[src/rtl/mem_port_arbiter.sv]
// Two-client round-robin arbiter driving one handshaked, shared-bus memory port.
// Define WRITE_ALLOCATE_EN to follow every write with a 4-word read of its line.
module mem_port_arbiter #(
  parameter int TIMEOUT_CYC = 255
) (
  input  logic        clk,
  input  logic        reset,
  input  logic [1:0]  req,
  input  logic [1:0]  we,
  input  logic [31:0] addr,
  input  logic [31:0] wdata,
  output logic [1:0]  gnt,
  output logic [1:0]  done,
  output logic        err,
  output logic        rvalid,
  output logic [15:0] rdata,
  output logic [1:0]  rword,
  output logic        owner,
  output logic        rrqst,
  output logic        wrqst,
  output logic        rdacpt,
  input  logic        rrdy,
  input  logic        rdrdy,
  input  logic        wacpt,
  output logic [15:0] mem_dout,
  output logic        mem_oe,
  input  logic [15:0] mem_din
);

  localparam int TW = (TIMEOUT_CYC < 2) ? 1 : $clog2(TIMEOUT_CYC + 1);
  localparam logic [TW-1:0] TMO_LAST = TW'(TIMEOUT_CYC - 1);

  typedef enum logic [3:0] {
    IDLE    = 4'd0,
    RD_ADDR = 4'd1,
    RD_WAIT = 4'd2,
    RD_ACK  = 4'd3,
    WR_ADDR = 4'd4,
    WR_GAP  = 4'd5,
    WR_DATA = 4'd6,
    WR_END  = 4'd7,
    DONE    = 4'd8
  } state_t;

  state_t         state_q, state_d;
  logic [1:0]     count_q, count_d;
  logic [TW-1:0]  tmo_q, tmo_d;
  logic           prio_q, prio_d;
  logic           owner_q, owner_d;
  logic           we_q, we_d;
  logic [15:0]    addr_q, addr_d;
  logic [15:0]    wdata_q, wdata_d;
  logic [2:0]     meta_q, meta_d;
  logic [2:0]     sync_q, sync_d;
  logic [1:0]     gnt_q, gnt_d;
  logic [1:0]     done_q, done_d;
  logic           err_q, err_d;
  logic           rvalid_q, rvalid_d;
  logic [15:0]    rdata_q, rdata_d;
  logic [1:0]     rword_q, rword_d;
  logic           rrqst_q, rrqst_d;
  logic           wrqst_q, wrqst_d;
  logic           rdacpt_q, rdacpt_d;
  logic [15:0]    mem_dout_q, mem_dout_d;
  logic           mem_oe_q, mem_oe_d;
  logic           winner;

  logic rrdy_s, rdrdy_s, wacpt_s;
  assign rrdy_s  = sync_q[0];
  assign rdrdy_s = sync_q[1];
  assign wacpt_s = sync_q[2];

  // Next-state, arbitration and registered-output decode.
  always_comb begin
    meta_d   = {wacpt, rdrdy, rrdy};
    sync_d   = meta_q;
    state_d  = state_q;
    count_d  = count_q;
    prio_d   = prio_q;
    owner_d  = owner_q;
    we_d     = we_q;
    addr_d   = addr_q;
    wdata_d  = wdata_q;
    gnt_d    = 2'b00;
    err_d    = 1'b0;
    rvalid_d = 1'b0;
    rdata_d  = rdata_q;
    rword_d  = rword_q;
    winner   = 1'b0;

    case (state_q)
      IDLE: begin
        if (req != 2'b00) begin
          if (req == 2'b11) begin
            winner = prio_q;
          end else begin
            winner = req[1];
          end
          owner_d = winner;
          prio_d  = ~winner;
          gnt_d   = winner ? 2'b10 : 2'b01;
          we_d    = we[winner];
          addr_d  = winner ? addr[31:16]  : addr[15:0];
          wdata_d = winner ? wdata[31:16] : wdata[15:0];
          state_d = we_d ? WR_ADDR : RD_ADDR;
        end else begin
          state_d = IDLE;
        end
      end
      RD_ADDR: begin
        if (rrdy_s) begin
          state_d = RD_WAIT;
        end else begin
          state_d = RD_ADDR;
        end
      end
      RD_WAIT: begin
        if (rdrdy_s) begin
          rdata_d  = mem_din;
          rword_d  = count_q;
          rvalid_d = 1'b1;
          state_d  = RD_ACK;
        end else begin
          state_d = RD_WAIT;
        end
      end
      RD_ACK: begin
        if (!rdrdy_s) begin
          if (count_q == 2'd3) begin
            count_d = 2'd0;
            state_d = DONE;
          end else begin
            count_d = count_q + 2'd1;
            state_d = RD_WAIT;
          end
        end else begin
          state_d = RD_ACK;
        end
      end
      WR_ADDR: begin
        if (wacpt_s) begin
          state_d = WR_GAP;
        end else begin
          state_d = WR_ADDR;
        end
      end
      WR_GAP: begin
        if (!wacpt_s) begin
          state_d = WR_DATA;
        end else begin
          state_d = WR_GAP;
        end
      end
      WR_DATA: begin
        if (wacpt_s) begin
          state_d = WR_END;
        end else begin
          state_d = WR_DATA;
        end
      end
      WR_END: begin
        if (!wacpt_s) begin
`ifdef WRITE_ALLOCATE_EN
          state_d = RD_WAIT;
`else
          state_d = DONE;
`endif
        end else begin
          state_d = WR_END;
        end
      end
      DONE: begin
        count_d = 2'd0;
        state_d = IDLE;
      end
      default: begin
        state_d = IDLE;
      end
    endcase

    // A stalled handshake aborts; progress counter restarts on any state change.
    if ((state_q != IDLE) && (state_q != DONE) && (state_d == state_q) && (tmo_q == TMO_LAST)) begin
      state_d  = DONE;
      count_d  = 2'd0;
      err_d    = 1'b1;
      rvalid_d = 1'b0;
    end else begin
      err_d = 1'b0;
    end

    if ((state_d != state_q) || (state_q == IDLE) || (state_q == DONE)) begin
      tmo_d = {TW{1'b0}};
    end else begin
      tmo_d = tmo_q + TW'(1);
    end

`ifdef WRITE_ALLOCATE_EN
    rrqst_d = (state_d == RD_ADDR) || (state_d == WR_ADDR);
`else
    rrqst_d = (state_d == RD_ADDR);
`endif
    wrqst_d  = (state_d == WR_ADDR) || (state_d == WR_DATA);
    rdacpt_d = (state_d == RD_ACK);
    done_d   = (state_d == DONE) ? (owner_d ? 2'b10 : 2'b01) : 2'b00;

    case (state_d)
      RD_ADDR, WR_ADDR: begin
        mem_oe_d   = 1'b1;
        mem_dout_d = addr_d;
      end
      WR_DATA: begin
        mem_oe_d   = 1'b1;
        mem_dout_d = wdata_d;
      end
      default: begin
        mem_oe_d   = 1'b0;
        mem_dout_d = 16'h0000;
      end
    endcase
  end

  // State, synchronizer and output registers.
  always_ff @(posedge clk) begin
    if (reset) begin
      state_q    <= IDLE;
      count_q    <= 2'd0;
      tmo_q      <= {TW{1'b0}};
      prio_q     <= 1'b0;
      owner_q    <= 1'b0;
      we_q       <= 1'b0;
      addr_q     <= 16'h0000;
      wdata_q    <= 16'h0000;
      meta_q     <= 3'b000;
      sync_q     <= 3'b000;
      gnt_q      <= 2'b00;
      done_q     <= 2'b00;
      err_q      <= 1'b0;
      rvalid_q   <= 1'b0;
      rdata_q    <= 16'h0000;
      rword_q    <= 2'd0;
      rrqst_q    <= 1'b0;
      wrqst_q    <= 1'b0;
      rdacpt_q   <= 1'b0;
      mem_dout_q <= 16'h0000;
      mem_oe_q   <= 1'b0;
    end else begin
      state_q    <= state_d;
      count_q    <= count_d;
      tmo_q      <= tmo_d;
      prio_q     <= prio_d;
      owner_q    <= owner_d;
      we_q       <= we_d;
      addr_q     <= addr_d;
      wdata_q    <= wdata_d;
      meta_q     <= meta_d;
      sync_q     <= sync_d;
      gnt_q      <= gnt_d;
      done_q     <= done_d;
      err_q      <= err_d;
      rvalid_q   <= rvalid_d;
      rdata_q    <= rdata_d;
      rword_q    <= rword_d;
      rrqst_q    <= rrqst_d;
      wrqst_q    <= wrqst_d;
      rdacpt_q   <= rdacpt_d;
      mem_dout_q <= mem_dout_d;
      mem_oe_q   <= mem_oe_d;
    end
  end

  assign gnt      = gnt_q;
  assign done     = done_q;
  assign err      = err_q;
  assign rvalid   = rvalid_q;
  assign rdata    = rdata_q;
  assign rword    = rword_q;
  assign owner    = owner_q;
  assign rrqst    = rrqst_q;
  assign wrqst    = wrqst_q;
  assign rdacpt   = rdacpt_q;
  assign mem_dout = mem_dout_q;
  assign mem_oe   = mem_oe_q;

endmodule

[config.mk]
export PLATFORM = sky130hd
export DESIGN_NAME = mem_port_arbiter
export DESIGN_NICKNAME = d
export VERILOG_FILES = /design/src/rtl/mem_port_arbiter.sv
export SDC_FILE = /design/constraint.sdc
export NUM_CORES = 1
export LEC_CHECK = 0
export ABC_AREA = 1
export BUFFER_PORTS_ARGS = -buffer_cell sky130_fd_sc_hd__buf_2
export CORE_MARGIN = 3
export CORE_UTILIZATION = 50
export CTS_CLUSTER_DIAMETER = 120
export DETAILED_ROUTE_END_ITERATION = 16
export PLACE_DENSITY_LB_ADDON = 0.1
export RECOVER_POWER = 25
export SLEW_MARGIN = 25
export SYNTH_ARGS = -nofsm -noshare
export SYNTH_HDL_FRONTEND = slang
export SYNTH_SLANG_ARGS = --single-unit
[constraint.sdc]
create_clock -name clk -period 2.4 [get_ports clk]
set_input_delay 0.48 -clock clk [delete_from_list [all_inputs] [get_ports clk]]
set_output_delay 0.48 -clock clk [all_outputs]
set_load 0.01 [all_outputs]
### Yosys cells after proc, flatten, opt, wreduce, memory -nomap -nowiden

Index checks and enable logic that the tools add are counted.

* add/sub/neg operators: 2
* order comparisons: 1
* equality and inequality tests: 20
* multiplexer cells: 34
* bitwise operators: 5
* reduce and logical (&&, ||, !) cells: 20

Operators with widths (count)
* 16-bit two-way mux: 6
* 16-bit case mux with 2 select lines: 1
* 4-bit case mux with 8 select lines: 1
* 4-bit by 3-bit == test with 1-bit output (second input constant): 6
* 4-bit two-way mux: 4
* 1-bit two-way mux: 13
* 4-bit by 2-bit == test with 1-bit output (second input constant): 3
* 2-bit two-way mux: 6
* 3-bit OR reduction: 3
* 8-bit by 1-bit adder with 8-bit output (second input constant): 1
* 4-bit by 1-bit == test with 1-bit output (second input constant): 2
* 4-bit == test (second input constant): 2
* 8-bit == test (second input constant): 1
* 2-bit OR reduction: 4
* 3-bit two-way mux: 2
* 2-bit AND reduction: 3
* 1-bit NOT: 5
* 2-bit == test (second input constant): 2
* 4-bit == test: 1
* 4-bit logical NOT: 1
* 4-bit inequality test: 1
* 4-bit inequality test (second input constant): 1
* 2-bit case mux with 2 select lines: 1
* 2-bit nonzero test: 2
* 6 further kinds: 10

* register bits: 98
* input bits: 89
* output and inout port bits: 45

### Logic depth before layout (Yosys ltp)

Gate-level depths: netlist of run 1.

* word-level depth: 17
* gate-level depth with buffers: 16
* depth with buffers taken out: 14

### Worst setup path after synthesis of run 1

No wires, ideal clock.

* kind: in2reg
* from: input port req[0]
* to: register mem_dout_q[10] (netlist: mem_dout[10])
* library setup time: 0.058 ns
* arrival: 1.783 ns
* data required time: 2.342 ns
* slack: 0.558 ns
* stages: 14
* path through: nand2_1 > nand2_1 > nand2_1 > nand2_1 > nand2_1 > inv_1 > nor2_2 > inv_1 > nor3_2 > nand2_2 > nand2_4 > buf_6 > nand2_1 > nand2_1

* longest elaborated chain between the ends: 16
* elaborated cells between the ends (all ways): 25
* those cells by class: eq/ne (5); mux (16); reduce/logical (4)

RTL lines
* start: declaration: RTL line 8 `input logic [1:0] req,`
* 2-bit == test: RTL line 94 `if (req == 2'b11) begin`
* 1-bit two-way mux: RTL line 94
* 1-bit two-way mux: RTL line 93 `if (req != 2'b00) begin`
* 1-bit two-way mux: RTL line 91 `case (state_q)`
* 1-bit two-way mux (not written as such) (2 in series): RTL line 102 `we_d = we[winner];`
* 3-bit two-way mux: RTL line 105 `state_d = we_d ? WR_ADDR : RD_ADDR;`
* 3-bit two-way mux: RTL line 93
* 4-bit case mux with 8 select lines: RTL line 91
* 4-bit == test: RTL line 182 `if ((state_q != IDLE) && (state_q != DONE) && (state_d == state_q) && (tmo_q == TMO_LAST)) begin`
* 1-bit logical AND (2 in series): RTL line 182
* 4-bit two-way mux: RTL line 182
* 4-bit by 1-bit == test with 1-bit output / 4-bit by 3-bit == test with 1-bit output (equally long branches): RTL line 206 `case (state_d)`
* 2-bit OR reduction: RTL line 206
* 16-bit case mux with 2 select lines *: RTL line 206
* end signal: assignment: RTL line 266 `mem_dout_q <= mem_dout_d;`
* end: declaration: RTL line 64 `logic [15:0] mem_dout_q, mem_dout_d;`

Every way passes the cells marked *; elsewhere a longest branch is shown, timed or not. The select of a mux whose other input is x is not followed.
A chain may end at the register's enable or synchronous reset.

### Worst setup path in the final report of run 1

* from: register state_q[0]
* to: register tmo_q[7]

* longest elaborated chain between the ends: 10
* elaborated cells between the ends (all ways): 21
* those cells by class: eq/ne (11); mux (2); reduce/logical (8)

RTL lines
* start: declaration: RTL line 45 `state_t state_q, state_d;`
* start signal: assignment: RTL line 247 `state_q <= state_d;`
* 4-bit by 3-bit == test with 1-bit output, or another cell as far along: RTL line 91
* 4-bit case mux with 8 select lines: RTL line 91
* 4-bit == test: RTL line 182
* 1-bit logical AND (2 in series): RTL line 182
* 4-bit two-way mux: RTL line 182
* 4-bit inequality test: RTL line 191 `if ((state_d != state_q) || (state_q == IDLE) || (state_q == DONE)) begin`
* 1-bit logical OR: RTL line 191
* 1-bit logical OR *: RTL line 191
* 2-bit OR reduction (no line) *
* end signal: assignment: RTL line 227 `tmo_q <= {TW{1'b0}};`
* end signal: assignment: RTL line 249 `tmo_q <= tmo_d;`
* end: declaration: RTL line 47 `logic [TW-1:0] tmo_q, tmo_d;`

Every way passes the cells marked *; elsewhere a longest branch is shown, timed or not.

==> impl_metrics.env, run 1 <==
export IMPL_run_status="completed"
export IMPL_p_per_area_nw_per_um2=750
export IMPL_crit_family="simple AND/OR/NAND/NOR gates"
export IMPL_synth_commonest_cells="nand2_1, dfxtp_1, nand3_1"
export IMPL_synth_edf_count=0
export IMPL_cts_root_buf="clkbuf_8"
export IMPL_finalInstanceArea_sq_um=4830
export IMPL_rows=31
export IMPL_ys_seq_area_share_pct=50.1
export IMPL_synth_compound_area_share_pct=6.74
export IMPL_diodes=0
export IMPL_ys_types=34
export IMPL_placed_area_sq_um=4680
export IMPL_cp_num_buf_inv=1
export IMPL_path_cells="inv_2 > nor2_2 > nand2_1 > nor2_1 > nor2_2 > nand3_1 > nand2_2 > nor2_4 > nor2_1 > nor2_1 > nor2_1 > nand2_1 > nor2_1"
export IMPL_drt_wl_total_um=9500
export IMPL_drive_above_1_share_pct=23.5
export IMPL_synth_top_family_by_area="simple AND/OR/NAND/NOR gates"
export IMPL_cts_setup_buffers=0
export IMPL_critPathRequiredTime_ps=2640
export IMPL_grt_pass1_vias=3314
export IMPL_post_synth_cell_area_avg_sq_um=7.67
export IMPL_yosysMostFrequentCell="nand2_1"
export IMPL_synthMuxAreaShare_pct=0
export IMPL_ir_worst_vdd_v=0.000582
export IMPL_dieArea_sq_um=8930
export IMPL_synthTopCellsByArea="dfxtp_1, nand3_1, nand2_1"
export IMPL_yosysWarnings=0
export IMPL_cts_tree="yes"
export IMPL_setup_violations_final=0
export IMPL_core_area_sq_um=7410
export IMPL_cts_sinks=98
export IMPL_endpoint_kind="flip-flop"
export IMPL_grt_overflow_total=0
export IMPL_pre_cts_slack_ps=130
export IMPL_drc=0
export IMPL_synthCells=511
export IMPL_drt_iter0_drc=146
export IMPL_antenna_found_initial=0
export IMPL_maxCapViolations=0
export IMPL_multi_input_area_sq_um=1700
export IMPL_viasPerCell=4.96
export IMPL_arrival_ps=2400
export IMPL_path_max_fanout=8
export IMPL_rsz0062_at_grt="no"
export IMPL_drv_slew=0
export IMPL_postLayoutCoreUtil_pct=65.2
export IMPL_synth_seq_cells=98
export IMPL_syn_nets=603
export IMPL_synthSimpleGateAreaFrac_pct=34.0
export IMPL_die_w_um=94.5
export IMPL_cts_max_level=3
export IMPL_crit_type="flip-flop to flip-flop"
export IMPL_clk_pin_slew_ps=100
export IMPL_wire_per_inst_um=12.7
export IMPL_hold_class="input port to flip-flop"
export IMPL_nets=733
export IMPL_tightest_slew_ps=649
export IMPL_period_minus_slack_ps=2150
export IMPL_initial_utilization_pct=52.9
export IMPL_max_freq_mhz=465
export IMPL_syn_to_final_growth_pct=23.2
export IMPL_grt_usage_pct=20.7
export IMPL_ant_nets=0
export IMPL_grt_max_degree=38
export IMPL_clk_latency_ps=360
export IMPL_setup_ws_ps=248
export IMPL_min_period_over_period_pct=89.7
export IMPL_portBuffers=133
export IMPL_ios=134
export IMPL_num_vias=3693
export IMPL_seqCellArea_sq_um=1960
export IMPL_dr_pass1_iters=4
export IMPL_place_congestion=0.976
export IMPL_fin_tns_setup_ps=0
export IMPL_grt_pass1_wl_um=14700
export IMPL_max_slew_margin_pct=56.7
export IMPL_start_kind="flip-flop"
export IMPL_total_leakage_power_nw=2.20
export IMPL_hold_viol_final=0
export IMPL_skew_ps=8.44
export IMPL_critPathSlowestCell="dfxtp_1"
export IMPL_clockBufferDepth=2
export IMPL_yosysTopAreaCell="dfxtp_1"
export IMPL_synth_xor_area_share_pct=1.34
export IMPL_finalPower_mw=3.62
export IMPL_die_h_um=94.5
export IMPL_path_common_cell="nor2_1"
export IMPL_yosysTopAreaCellShare_pct=50.1
export IMPL_fillCellCount=667
export IMPL_synth_async_reset_ratio_pct=0
export IMPL_syn_area_sq_um=3920
export IMPL_cts_buffers_inserted=9
export IMPL_dpl_hpwl_um=6900
export IMPL_crit_path_max_incr_delay_ps=540
export IMPL_synthAdderAreaFrac_pct=0.958
export IMPL_synth_ff_type="dfxtp_1"
[cell families after synthesis]
logic type	count (synthesis)
AND/OR/NAND/NOR	287
flip-flops	98
buffers and inverters	67
AO/OA/AOI/OAI	50
XOR/XNOR	6
adder cells (fa/ha/maj)	3
[power breakdown]
part | internal [mW] | total [mW] | switching (mW)
combinational | 0.258 | 0.767 | 0.508
sequential | 1.79 | 1.86 | 0.0657
clock | 0.397 | 0.999 | 0.602
total | 2.44 | 3.62 | 1.18
[cells in the final DEF, fill, tap and decap left out, types with 2 or more instances in the layout]
master and instances:
xor2_1 3, o21ai_1 2, nand2_2 5, a21oi_1 22, nand4_1 4, clkbuf_8 9, nand2_1 121, ha_1 3
nand2_4 2, nand3_1 94, clkinv_4 2, inv_1 41, nor2_4 5, o21ai_0 21, nand3_2 3, nor2_2 3
inv_2 2, buf_2 104, buf_4 8, xnor2_1 3, dfxtp_1 98, inv_8 2, nor3_1 3, clkbuf_1 30
nor2_1 41
[registers in the layout, indices dropped and copies added (netlist names), 2 cells and up]
name,cells
addr_q,16
count_q,2
done,2
gnt,2
mem_dout,16
meta_q,3
rdata,16
rword,2
state_q,4
sync_q,3
tmo_q,8
wdata_q,16
[metrics by stage]
stage	hold slack (ps)	instances
4_1_cts	305	745
3_5_place_dp	396	729
3_3_place_gp	391	729
2_1_floorplan	388	511
6_report	317	745
5_1_grt	307	745
[path summary, 6_finish.rpt]
kind               from        end  slack (ps)  cells after the start
max          state_q[0]   tmo_q[7]         250                     13
min               rdrdy  meta_q[1]         320                      3
max reg2reg  state_q[0]   tmo_q[7]         250                     13
min reg2reg   meta_q[0]  sync_q[0]         410                      2
[worst min-delay path, cell delays in order]
cell	delay (ps)
buf_2	70
inv_1	30
nor2_1	60
[cell type report]
type	count	area share, %
Inverter	44	3.42
Clock buffer	9	2.57
Timing Repair Buffer	142	14.4
Multi-Input combinational cell	346	35.2
Tap cell	99	2.57
Clock inverter	7	1.27
Sequential cell	98	40.6
[routing by layer]
metal	global-route usage, %	wire [um]
met1	27.7	4450
met2	32.2	4190
met3	5.58	721
met4	7.09	132
met5	0	0
[repair_timing]
action | CTS | global route
gates resized for setup | 0 | 1
endpoints found under the setup margin | 0 | 16
hold buffers | 0 | 0
Note: power is estimated with default switching activity, not from simulation.
==> run 2, diff against run 1 <==
- ABC_CLOCK_PERIOD_IN_PS: default -> 2300
- SETUP_SLACK_MARGIN: default -> 0.02
- clock period: 2.4 -> 2.3 ns (I/O delays scaled with it)
==> run 2 against run 1 <==
Effect of this change:
- worst setup slack got worse by 31 ps
- largest power group unchanged
- sequential share of layout area decreased by 0.30 points
- clock power increased by 6%
==> impl_metrics.env, run 2 (synthesis gave the netlist of run 1 again) <==
export IMPL_drv_slew=0
export IMPL_crit_path_max_incr_delay_ps=480
export IMPL_diodes=0
export IMPL_ir_worst_vdd_v=0.000475
export IMPL_crit_path_start="state_q[3]"
export IMPL_reg2reg_to="mem_dout[4]"
export IMPL_hold_class="input port to flip-flop"
export IMPL_run_status="completed"
export IMPL_cts_setup_buffers=0
export IMPL_drt_wl_total_um=9630
export IMPL_wirelength_met1_um=4510
export IMPL_drc=0
export IMPL_crit_family="simple AND/OR/NAND/NOR gates"
export IMPL_num_vias=3720
export IMPL_cp_depth=13
export IMPL_start_kind="flip-flop"
export IMPL_wl_met3_um=762
export IMPL_dieArea_sq_um=8930
export IMPL_cts_max_level=3
export IMPL_final_common_cell="nand2_1"
export IMPL_max_freq_mhz=480
export IMPL_clk_latency_ps=360
export IMPL_critPathRequiredTime_ps=2560
export IMPL_nets=737
export IMPL_initial_utilization_pct=52.9
export IMPL_reg2reg_depth=13
export IMPL_total_leakage_power_nw=2.23
export IMPL_hold_viol_final=0
export IMPL_antenna_found_initial=0
export IMPL_rrSetupSlack_ps=220
export IMPL_path_cells="inv_2 > nand2_1 > nor2_1 > nand2_1 > o21ai_1 > nor2_1 > nand2_2 > o21ai_1 > nor2_1 > nand2_2 > nand2_4 > nand2_1 > nand2_1"
export IMPL_p_int_mw=2.59
export IMPL_skew_ps=15.3
export IMPL_viasPerCell=4.97
export IMPL_cts_resized=0
export IMPL_path_common_cell="nand2_1"
export IMPL_cp_num_buf_inv=1
export IMPL_cts_buffers_inserted=9
export IMPL_clk_pin_slew_ps=100
export IMPL_p_sw_mw=1.22
export IMPL_final_cell_mix="nand2_1, buf_2, dfxtp_1"
export IMPL_r2r_start="state_q[3]"
export IMPL_fillCellCount=658
export IMPL_cts_root_buf="clkbuf_8"
export IMPL_wl_met2_um=4280
export IMPL_tightest_slew_ps=669
export IMPL_ant_nets=0
export IMPL_setup_violations_final=0
export IMPL_ios=134
export IMPL_arrival_ps=2340
export IMPL_dpl_hpwl_um=7000
export IMPL_rsz0062_at_grt="no"
export IMPL_clockBufferDepth=2
export IMPL_path_max_fanout=16
export IMPL_grt_usage_pct=21.3
export IMPL_rows=31
export IMPL_core_area_sq_um=7410
export IMPL_drive_above_1_share_pct=24.5
export IMPL_comb_power_share_pct=21.5
export IMPL_sw_frac_of_total_pct=32.0
export IMPL_wire_per_inst_um=12.9
export IMPL_p_per_area_nw_per_um2=784
export IMPL_dr_pass1_iters=4
export IMPL_grt_pass1_wl_um=15400
export IMPL_hold_buffers=0
export IMPL_fin_tns_setup_ps=0
export IMPL_seqPwrFrac_pct=50.7
export IMPL_grt_pass1_vias=3378
export IMPL_syn_to_final_growth_pct=24.3
export IMPL_maxCapViolations=0
export IMPL_hold_ws_ps=297
export IMPL_min_period_over_period_pct=90.6
export IMPL_max_slew_margin_pct=55.4
export IMPL_highest_signal_layer="met4"
export IMPL_die_h_um=94.5
export IMPL_cts_tree="yes"
export IMPL_clkPwrFrac_pct=27.8
export IMPL_grt_max_degree=38
export IMPL_place_congestion=0.987
export IMPL_die_w_um=94.5
export IMPL_endpoint_kind="flip-flop"
export IMPL_grt_overflow_total=0
export IMPL_cts_sinks=98
export IMPL_portBuffers=133
export IMPL_period_minus_slack_ps=2080
export IMPL_crit_type="flip-flop to flip-flop"
export IMPL_critPathSlowestCell="dfxtp_1"
export IMPL_cp_endpoint="mem_dout[4]"
export IMPL_drt_iter0_drc=150
[run 2: changes by cell type in the layout (fill, tap and decap cells not counted), moves of 2 or more]
cell | before | now
dfxtp_2 | 0 | 2
inv_6 | 1 | 3
dfxtp_1 | 98 | 96
buf_4 | 8 | 12
[run 2: metal layers]
metal  global-route usage, %  vias to the layer above
li1                        -                     1923
met1                    28.9                     1660
met2                    34.2                      129
met3                    4.38                        8
met4                    6.61                        0
met5                       0                        -
[run 2: area by class of cell]
type | count | area (sq um) | share of cell area, %
inverter | 44 | 165 | 3.39
clock inverter | 6 | 55.1 | 1.13
sequential | 98 | 1960 | 40.3
multi-input combinational | 346 | 1700 | 34.9
tap | 99 | 124 | 2.54
clock buffer | 10 | 138 | 2.83
timing repair buffer | 146 | 723 | 14.9
[run 2: power groups by stage]
stage	clock [mW]	combinational, mW	sequential (mW)
2_1_floorplan	0	0.519	1.99
3_3_place_gp	0	0.820	1.97
3_5_place_dp	0	0.826	1.97
4_1_cts	1.08	0.830	1.93
5_1_grt	1.15	0.923	1.96
6_report	1.06	0.820	1.94
[run 2: stage by stage]
step / instances / setup slack [ps] / area [sq um] / power (mW) / util [%]
after CTS: 749 / 93.6 / 4900 / 3.84 / 66.1
after floorplan: 511 / 459 / 3920 / 2.51 / -
after global routing: 749 / 38.6 / 4870 / 4.03 / 65.7
final: 749 / 217 / 4870 / 3.82 / 65.7
after detailed placement: 733 / 102 / 4710 / 2.80 / 63.5
after global placement: 733 / 172 / 4710 / 2.79 / 63.5
[run 2: worst min-delay path by stage]
stage / from / endpoint / cells past startpoint
2_1_floorplan: meta_q[0] / sync_q[0] / 2
3_3_place_gp: meta_q[2] / sync_q[2] / 2
3_5_place_dp: meta_q[1] / sync_q[1] / 2
4_1_cts: rrdy / meta_q[0] / 3
5_1_grt: wacpt / meta_q[2] / 3
6_report: rrdy / meta_q[0] / 3
[run 2: tightest hold or removal path, delay by kind of cell]
| family | cells | cell delay, ps |
|---|---|---|
| buffers and inverters | 2 | 130 |
| and+or+nand+nor | 1 | 30 |
==> run 3, diff against run 2 <==
--- a/config.mk
+++ b/config.mk
@@ -9,5 +9,5 @@
 export ABC_CLOCK_PERIOD_IN_PS = 2300
 export BUFFER_PORTS_ARGS = -buffer_cell sky130_fd_sc_hd__buf_2
-export CORE_MARGIN = 3
+export CORE_MARGIN = 10
 export CORE_UTILIZATION = 50
 export CTS_CLUSTER_DIAMETER = 120
==> constraint.sdc (replaced) <==
create_clock -name clk -period 2.3 [get_ports clk]
set_input_delay 0.115 -clock clk [delete_from_list [all_inputs] [get_ports clk]]
set_output_delay 0.115 -clock clk [all_outputs]
set_load 0.01 [all_outputs]
==> run 3 against run 2 <==
Effect of this change:
- worst setup slack worse by 57 ps
- via count grew 4.2%
- first-iteration DRC count is 84% higher
- global-route usage decreased by 2.8 points
- clock skew shrank 6.2 ps
- combinational power grew 15%
- sequential share of layout area down 3.7 points
- largest cell class unchanged
- highest routed layer unchanged
==> impl_metrics.env, run 3 (synthesis gave the netlist of run 1 again) <==
export IMPL_run_status="completed"
export IMPL_portBuffers=133
export IMPL_clk_pin_slew_ps=100
export IMPL_critPathSlowestCell="dlygate4sd3_1"
export IMPL_final_common_cell="nand2_1"
export IMPL_dieArea_sq_um=11800
export IMPL_rows=32
export IMPL_clockBufferDepth=2
export IMPL_core_area_sq_um=7690
export IMPL_ir_worst_vdd_v=0.000439
export IMPL_skew_ps=9.09
export IMPL_tightest_slew_ps=468
export IMPL_max_freq_mhz=467
export IMPL_fillCellCount=675
export IMPL_syn_to_final_growth_pct=36.9
export IMPL_maxCapViolations=0
export IMPL_fin_tns_setup_ps=0
export IMPL_die_h_um=109
export IMPL_clk_latency_ps=360
export IMPL_cts_root_buf="clkbuf_8"
export IMPL_r2r_start="state_q[2]"
export IMPL_drt_wl_total_um=11200
export IMPL_path_common_cell="nor2_4"
export IMPL_drt_iter0_drc=276
export IMPL_ios=134
export IMPL_setup_violations_final=0
export IMPL_path_cells="nor2_4 > nand2_2 > nor2_4 > inv_1 > nor3_4 > buf_12 > nand2_1 > nand3_1 > dlygate4sd3_1"
export IMPL_die_w_um=109
export IMPL_diodes=0
export IMPL_critPathRequiredTime_ps=2600
export IMPL_seqCellArea_sq_um=1960
export IMPL_whs_path_depth=3
export IMPL_min_period_over_period_pct=93.0
export IMPL_hold_end="addr_q[12]"
export IMPL_viasPerCell=4.89
export IMPL_crit_type="flip-flop to flip-flop"
export IMPL_arrival_ps=2440
export IMPL_grt_overflow_total=0
export IMPL_crit_family="buffers and inverters"
export IMPL_grt_pass1_wl_um=17900
export IMPL_grt_max_degree=38
export IMPL_num_vias=3875
export IMPL_hold_class="input port to flip-flop"
export IMPL_cp_num_buf_inv=3
export IMPL_antenna_found_initial=0
export IMPL_hold_ws_ps=8.01
export IMPL_cts_tree="yes"
export IMPL_ant_nets=0
export IMPL_cts_max_level=3
export IMPL_drv_slew=0
export IMPL_endpoint_kind="flip-flop"
export IMPL_crit_path_max_incr_delay_ps=580
export IMPL_rsz0062_at_grt="no"
export IMPL_max_slew_margin_pct=68.5
export IMPL_drc=0
export IMPL_multi_input_area_sq_um=1700
export IMPL_hold_start="addr[12]"
export IMPL_cts_buffers_inserted=9
export IMPL_finalInstanceArea_sq_um=5360
export IMPL_dpl_hpwl_um=7730
export IMPL_hold_viol_final=0
export IMPL_initial_utilization_pct=51.0
export IMPL_wire_per_inst_um=14.1
export IMPL_placed_area_sq_um=4690
export IMPL_start_kind="flip-flop"
export IMPL_path_max_fanout=33
export IMPL_place_congestion=0.905
export IMPL_period_minus_slack_ps=2140
export IMPL_total_leakage_power_nw=2.44
export IMPL_dr_pass1_iters=6
export IMPL_drive_above_1_share_pct=22.1
export IMPL_rrSetupSlack_ps=160
export IMPL_grt_usage_pct=18.5
export IMPL_p_per_area_nw_per_um2=760
export IMPL_final_cell_mix="nand2_1, buf_2, dfxtp_1"
export IMPL_cts_sinks=98
export IMPL_reg2reg_depth=9
export IMPL_nets=779
export IMPL_grt_pass1_vias=3905
export IMPL_reg2reg_to="addr_q[15]"
-- run 3: worst max path at each step --
| stage | to | start | depth (start not counted) |
|---|---|---|---|
| global placement | mem_dout[5] | state_q[1] | 11 |
| floorplan | mem_dout[10] | state_q[1] | 14 |
| global route | addr_q[15] | state_q[3] | 9 |
| CTS | mem_dout[6] | state_q[1] | 10 |
| finish | addr_q[15] | state_q[2] | 9 |
| detailed placement | mem_dout[6] | state_q[1] | 10 |
-- run 3: repair_timing --
action | CTS | global route
buffers inserted | 0 | 0
gates resized for setup | 0 | 8
endpoints found under the setup margin | 0 | 43
hold endpoints to repair | 30 | 0
hold buffers | 47 | 0
-- run 3: final cells by class --
class | count | area share [%]
clock inverter | 6 | 1.70
inverter | 44 | 3.08
tap | 102 | 2.38
clock buffer | 9 | 2.31
sequential | 98 | 36.6
timing repair buffer | 188 | 22.2
multi-input combinational | 346 | 31.7
-- run 3: power breakdown --
| part | leakage, nW | switching, mW | internal (mW) |
|---|---|---|---|
| Sequential | 0.800 | 0.0681 | 1.87 |
| Combinational | 1.54 | 0.573 | 0.372 |
| Clock | 0.0979 | 0.587 | 0.610 |
| Total | 2.44 | 1.23 | 2.85 |
-- run 3: layer usage --
layer / wire length [um] / track usage [%] / vias up
met5: 0 / 0 / -
met4: 206 / 6.87 / 0
met3: 955 / 6.01 / 17
met2: 4960 / 29.4 / 141
met1: 5050 / 22.9 / 1708
li1: - / - / 2009
-- run 3: per-stage QoR --
stage | cells | utilization [%] | worst slack (ps) | power (mW)
after detailed placement | 731 | 61.0 | 73.8 | 2.79
final | 793 | 69.8 | 160 | 4.08
after floorplan | 511 | - | 459 | 2.51
after global placement | 731 | 61.0 | 192 | 2.78
after global routing | 793 | 69.8 | 20.3 | 4.29
after CTS | 793 | 69.9 | 61.8 | 4.09
-- run 3: worst reg2reg max path: stages, from the launching register on --
cell,delay (ps)
dfxtp_1,400
nor2_4,210
nand2_2,100
nor2_4,140
inv_1,100
nor3_4,150
buf_12,210
nand2_1,90
nand3_1,100
dlygate4sd3_1,580
